### src/rtl/adder8_feeder_if.sv
// Bus bundle between the sample stream, the adder tree and the result stream.
// The master view belongs to the feeder; the slave view belongs to whatever
// surrounds it (sample source, adder tree, result sink).
interface adder8_feeder_if;
  logic [11:0] s_data;
  logic        s_valid;
  logic        s_ready;
  logic [95:0] row_out;
  logic [14:0] sum_in;
  logic [14:0] m_data;
  logic        m_valid;
  logic        m_ready;

  modport master (
    input  s_data, s_valid, sum_in, m_ready,
    output s_ready, row_out, m_data, m_valid
  );

  modport slave (
    output s_data, s_valid, sum_in, m_ready,
    input  s_ready, row_out, m_data, m_valid
  );
endinterface

### src/rtl/adder8_feeder.sv
// adder8_feeder: gathers serial 12-bit samples into rows of eight, issues each
// row to a fixed-latency adder tree with no handshake of its own, and catches
// the returning sums in a small FIFO. Issue is credit-limited so that every
// row in flight already has a FIFO slot reserved for its result.
module adder8_feeder #(
  parameter int LAT   = 5,
  parameter int DEPTH = 8
) (
  input logic           clk,
  input logic           rst_n,
  adder8_feeder_if.master bus
);

  localparam int PW = (DEPTH > 1) ? $clog2(DEPTH) : 1;
  localparam int CW = $clog2(DEPTH + 1);
  localparam logic [CW-1:0] DEPTH_C  = CW'(DEPTH);
  localparam logic [PW-1:0] LAST_PTR = PW'(DEPTH - 1);

  logic [2:0]     idx;
  logic           row_pend;
  logic [95:0]    row_q;
  logic [LAT-1:0] vld_sr;
  logic [CW-1:0]  outstanding;
  logic [14:0]    mem [DEPTH];
  logic [PW-1:0]  wr_ptr;
  logic [PW-1:0]  rd_ptr;
  logic [CW-1:0]  fifo_count;

  logic accept;
  logic issue;
  logic push;
  logic pop;
  logic not_empty;

  // A full row blocks the input until the adder tree has taken it.
  assign bus.s_ready = !row_pend;
  assign accept      = bus.s_valid & !row_pend;
  // Only issue when a FIFO slot is guaranteed for the result.
  assign issue       = row_pend & (outstanding < DEPTH_C);
  // The tree's result is valid exactly LAT cycles after its row was issued.
  assign push        = vld_sr[LAT-1];
  assign not_empty   = (fifo_count != '0);
  assign pop         = not_empty & bus.m_ready;

  assign bus.row_out = row_q;
  assign bus.m_valid = not_empty;
  assign bus.m_data  = not_empty ? mem[rd_ptr] : '0;

  // Collector: place each accepted sample in its slot and flag a complete row.
  always_ff @(posedge clk or negedge rst_n) begin
    if (!rst_n) begin
      idx      <= '0;
      row_pend <= 1'b0;
      row_q    <= '0;
    end else if (accept) begin
      row_q[int'(idx)*12 +: 12] <= bus.s_data;
      idx <= idx + 3'd1;
      if (idx == 3'd7) begin
        row_pend <= 1'b1;
      end
    end else if (issue) begin
      row_pend <= 1'b0;
    end
  end

  // Tracks which adder pipeline slots carry a real row rather than garbage.
  always_ff @(posedge clk or negedge rst_n) begin
    if (!rst_n) begin
      vld_sr <= '0;
    end else begin
      vld_sr <= {vld_sr[LAT-2:0], issue};
    end
  end

  // Credits: rows issued but whose results have not yet left the FIFO.
  always_ff @(posedge clk or negedge rst_n) begin
    if (!rst_n) begin
      outstanding <= '0;
    end else begin
      case ({issue, pop})
        2'b10:   outstanding <= outstanding + 1'b1;
        2'b01:   outstanding <= outstanding - 1'b1;
        default: outstanding <= outstanding;
      endcase
    end
  end

  // FIFO pointers and occupancy; write and pop may coincide at any fill level.
  always_ff @(posedge clk or negedge rst_n) begin
    if (!rst_n) begin
      wr_ptr     <= '0;
      rd_ptr     <= '0;
      fifo_count <= '0;
    end else begin
      if (push) begin
        wr_ptr <= (wr_ptr == LAST_PTR) ? '0 : wr_ptr + 1'b1;
      end
      if (pop) begin
        rd_ptr <= (rd_ptr == LAST_PTR) ? '0 : rd_ptr + 1'b1;
      end
      case ({push, pop})
        2'b10:   fifo_count <= fifo_count + 1'b1;
        2'b01:   fifo_count <= fifo_count - 1'b1;
        default: fifo_count <= fifo_count;
      endcase
    end
  end

  // FIFO storage; contents need no reset because occupancy gates the output.
  always_ff @(posedge clk) begin
    if (push) begin
      mem[wr_ptr] <= bus.sum_in;
    end
  end

endmodule
### src/flat_wrapper.sv
// flat-port wrapper written by rule: the top's interface ports become plain ports
module adder8_feeder_flat 
#(
  parameter int LAT   = 5,
  parameter int DEPTH = 8
)
  (clk, rst_n, bus_s_data, bus_s_valid, bus_sum_in, bus_m_ready, bus_s_ready, bus_row_out, bus_m_data, bus_m_valid);
  adder8_feeder_if bus_i ();
  input logic clk;
  input logic rst_n;
  input wire logic [$bits(bus_i.s_data)-1:0] bus_s_data;
  input wire logic [$bits(bus_i.s_valid)-1:0] bus_s_valid;
  input wire logic [$bits(bus_i.sum_in)-1:0] bus_sum_in;
  input wire logic [$bits(bus_i.m_ready)-1:0] bus_m_ready;
  output wire logic [$bits(bus_i.s_ready)-1:0] bus_s_ready;
  output wire logic [$bits(bus_i.row_out)-1:0] bus_row_out;
  output wire logic [$bits(bus_i.m_data)-1:0] bus_m_data;
  output wire logic [$bits(bus_i.m_valid)-1:0] bus_m_valid;
  assign bus_i.s_data = bus_s_data;
  assign bus_i.s_valid = bus_s_valid;
  assign bus_i.sum_in = bus_sum_in;
  assign bus_i.m_ready = bus_m_ready;
  assign bus_s_ready = bus_i.s_ready;
  assign bus_row_out = bus_i.row_out;
  assign bus_m_data = bus_i.m_data;
  assign bus_m_valid = bus_i.m_valid;
  adder8_feeder #(.LAT(LAT), .DEPTH(DEPTH)) u_core (.clk(clk), .rst_n(rst_n), .bus(bus_i));
endmodule
### config.mk
export PLATFORM = sky130hd
export DESIGN_NAME = adder8_feeder_flat
export DESIGN_NICKNAME = d
export VERILOG_FILES = /design/src/rtl/adder8_feeder_if.sv /design/src/rtl/adder8_feeder.sv /design/src/flat_wrapper.sv
export SDC_FILE = /design/constraint.sdc
export NUM_CORES = 1
export LEC_CHECK = 0
export BUFFER_PORTS_ARGS = -buffer_cell sky130_fd_sc_hd__buf_2
export CAP_MARGIN = 5
export CELL_PAD_IN_SITES_DETAIL_PLACEMENT = 1
export CELL_PAD_IN_SITES_GLOBAL_PLACEMENT = 2
export CORE_MARGIN = 2
export CORE_UTILIZATION = 41
export CTS_CLUSTER_DIAMETER = 50
export CTS_CLUSTER_SIZE = 20
export DETAILED_ROUTE_END_ITERATION = 8
export GPL_ROUTABILITY_DRIVEN = 1
export MAX_ROUTING_LAYER = met4
export PLACE_DENSITY_LB_ADDON = 0.2
export SYNTH_ARGS = -nofsm -noshare
export SYNTH_HDL_FRONTEND = slang
export SYNTH_SLANG_ARGS = --single-unit
### constraint.sdc
create_clock -name clk -period 4.4 [get_ports clk]
set_input_delay 0.66 -clock clk [delete_from_list [all_inputs] [get_ports clk]]
set_output_delay 0.66 -clock clk [all_outputs]
set_load 0.01 [all_outputs]
==> metrics <==
initial core utilization 0.416; area of the core 25900 um2; EDFF count, synth 120; CP arrival 4390 ps; leak pwr 5.45 nW; Place WS 444 ps; Rows 59; Clock Skew 15.7 ps; Synth Area per Inst 14.5 um2; Setup Crit Path Kind reg2reg; P_int 5.75 mW; worst ir drop on vdd 335 uV; vias in the first global route 7735; Vias 6906; Hold Buf Count CTS 0; ys async rst share 0.498; gpl congestion 0.902; Clk pwr share 0.218; post-cts repair resize count 0; antenna violations before repair 0; CP required 4820 ps; most common flop cell mapped by yosys edfxtp_1; # IOs 144; sw power 4.25 mW; CP endpoint kind register; fmax 252 MHz; first-pass GRT wire length 45.4 mm; fraction of layout instances using a drive strength above 1 0.391; TritonRoute pass-1 iters 5; outcome finished, final reports clean; final worst slack 429 ps; Pwr Density 784 nW/um2; max capacitance violation total 0; aggregate routed wire length 29.1 mm; Hold Fails Final Rpt 0; Switching Share 0.425; clk buf depth 3; pin count of the biggest net entering global routing 70; post-synthesis net count 794; Die H 166 um; mapped cell area 10800 um2; synth unique cells 62; CP max FO 55; met2 Usage GRT 0.370; CTS root buffer clkbuf_16; Routed Antenna Nets 0; CTS tree done; Slew Limit Headroom 0.257; die area 27600 um2; Global Route met3 Usage 0.0386; RSZ-0062 raised after global routing no; Seq/Total Area, Yosys 0.611; Gate power share 0.465; Synthesis Warnings 0; worst r2r src u_core.idx[0]$_DFFE_PN0P_; Global Route Usage Sum 0.218; Worst Setup Start Kind register; post-synthesis cell count 743; Period minus WS final 3970 ps; nets@finish 945; Synth Register Bits 239; part of the power in registers 0.318; Worst-Margin Slew 1110 ps; Crit. Startpoint u_core.idx[0]$_DFFE_PN0P_; Num CTS Buffers 26; layout overhead on the synthesized area 18.4%; setup TNS 0 ps; HPWL Detailed 20.4 mm; Max Slew Vio Count 0; post-route clock period utilization 0.902; GR peak layer met2; clock-pin transition on the worst setup and hold timing paths 70 ps; met1 GRT Util 0.268; DRT iter0 DRCs 442; final setup vio count 0; Max H-tree Level 1; Hold WC Path Type in2async; drt drc 0; Vias/cell 5.53; ANT cells 0; post-DR wirelength/cell 23.3 um; Clock Latency Late Sink 540 ps; die width 166 um; Setup Fix Bufs, Post-CTS 0; CTS sink cnt 239; Overflow after GRT 0; Port Buffer Count 143
per-layer routing:
metal / vias to the layer above / share of wire
met4: 0 / 0.023
met3: 49 / 0.055
met1: 3542 / 0.42
met2: 203 / 0.51
met5: - / 0
li1: 3112 / -
cell usage after synthesis (all sizes together), types with 2 or more instances:
| cell type | count | share of area |
|---|---|---|
| buf | 21 | 0.012 |
| a41o | 2 | 0.0019 |
| xor2 | 7 | 0.0064 |
| clkbuf | 12 | 0.0042 |
| fa | 3 | 0.0056 |
| nand2b | 13 | 0.0076 |
| a21oi | 11 | 0.0051 |
| o2bb2ai | 6 | 0.0049 |
| a31oi | 5 | 0.0029 |
| o32ai | 3 | 0.0024 |
| nor3 | 7 | 0.0042 |
| edfxtp | 120 | 0.33 |
| o31ai | 2 | 0.0014 |
| a22oi | 6 | 0.0042 |
| o221ai | 3 | 0.0024 |
| and3 | 7 | 0.0041 |
| o211ai | 2 | 0.0014 |
| nand4 | 2 | 0.0012 |
| mux2i | 21 | 0.020 |
| mux4 | 30 | 0.063 |
| mux2 | 97 | 0.10 |
| a32oi | 6 | 0.0049 |
| and2 | 3 | 0.0017 |
| a22o | 4 | 0.0033 |
| ha | 17 | 0.020 |
| nor2b | 9 | 0.0052 |
| dfrtp | 119 | 0.28 |
| nor4 | 6 | 0.0055 |
| nand2 | 54 | 0.019 |
| nor2 | 55 | 0.020 |
| inv | 17 | 0.0059 |
| o21ai | 13 | 0.0064 |
| or2 | 2 | 0.0012 |
| nand3 | 18 | 0.0088 |
| o22ai | 14 | 0.0093 |
| xnor2 | 8 | 0.0065 |
| nand4b | 2 | 0.0016 |
| a21o | 5 | 0.0035 |
power by group through the flow:
stage,combinational [mW],sequential (mW),clock [mW]
floorplan,3.04,3.17,0
global placement,4.52,3.19,0
detailed placement,4.66,3.23,0
CTS,4.69,3.20,2.23
global route,5.06,3.26,2.33
finish,4.65,3.18,2.18
flip-flops by register name (all words and copies together), names as in the netlist, 3 cells and up:
signal              flops
u_core.vld_sr           5
u_core.bus.row_out     96
u_core.outstanding      4
u_core.fifo_count       4
u_core.wr_ptr           3
u_core.rd_ptr           3
u_core.idx              3
u_core.mem            120
final timing paths:
kind / end / slack (ps) / cells after the start
max in group asynchronous: u_core.bus.row_out[55]$_DFFE_PN0P_ / 3180 / 2
min: u_core.bus.row_out[94]$_DFFE_PN0P_ / 230 / 1
min in group clk: u_core.vld_sr[4]$_DFF_PN0_ / 360 / 0
max reg2reg: u_core.bus.row_out[94]$_DFFE_PN0P_ / 430 / 8
max: u_core.bus.row_out[94]$_DFFE_PN0P_ / 430 / 8
min reg2reg: u_core.vld_sr[4]$_DFF_PN0_ / 360 / 0
metrics by stage:
stage | hold WS, ps | utilization | power [mW] | area, um2 | instances
6_report | 230 | 0.492 | 10.0 | 12800 | 1249
5_1_grt | 286 | 0.492 | 10.6 | 12800 | 1249
4_1_cts | 264 | 0.492 | 10.1 | 12800 | 1249
3_5_place_dp | 338 | 0.458 | 7.89 | 11900 | 1201
3_3_place_gp | 342 | 0.458 | 7.71 | 11900 | 1201
2_1_floorplan | 331 | - | 6.21 | 10800 | 743
logic make-up (layout without fill, tap and decap cells):
logic type,Yosys count,count (layout),synth area share
fa+ha+maj,20,20,0.0253
flops,239,239,0.611
simple gates,183,183,0.0840
buf+inv,50,221,0.0218
compound gates,88,88,0.0612
xor+xnor,15,15,0.0129
mux,148,148,0.184
cell type report:
type / instances / area [um2]
multi-input cells: 454 / 4000
flip-flops and latches: 239 / 6580
clock inverters: 22 / 226
clock buffers: 26 / 651
inverters: 17 / 63.8
fillers: 2583 / 13200
well taps: 335 / 419
repair buffers: 156 / 816
critical path, stage by stage, from the launching register on:
cell	delay, ps
dfrtp_1	360
buf_4	470
inv_1	230
ha_1	870
nor2_1	180
and3_1	280
nor4_1	580
and2_0	480
mux2_2	390
layout by cell type (no fill, tap or decap), types with 8 or more instances in the layout:
cell type and instances:
nor2_1 45, a21oi_1 11, o22ai_1 12, nand2b_1 13, nor2b_1 9, nand2_1 54, o21ai_0 12, xnor2_1 8
ha_1 17, inv_1 17, clkbuf_16 26, mux4_2 30, buf_4 14, mux2i_1 21, dfrtp_1 118, edfxtp_1 120
mux2_2 93, buf_2 142, nand3_1 17, nor2_2 10
No activity file was read; power rests on OpenSTA's default activity.
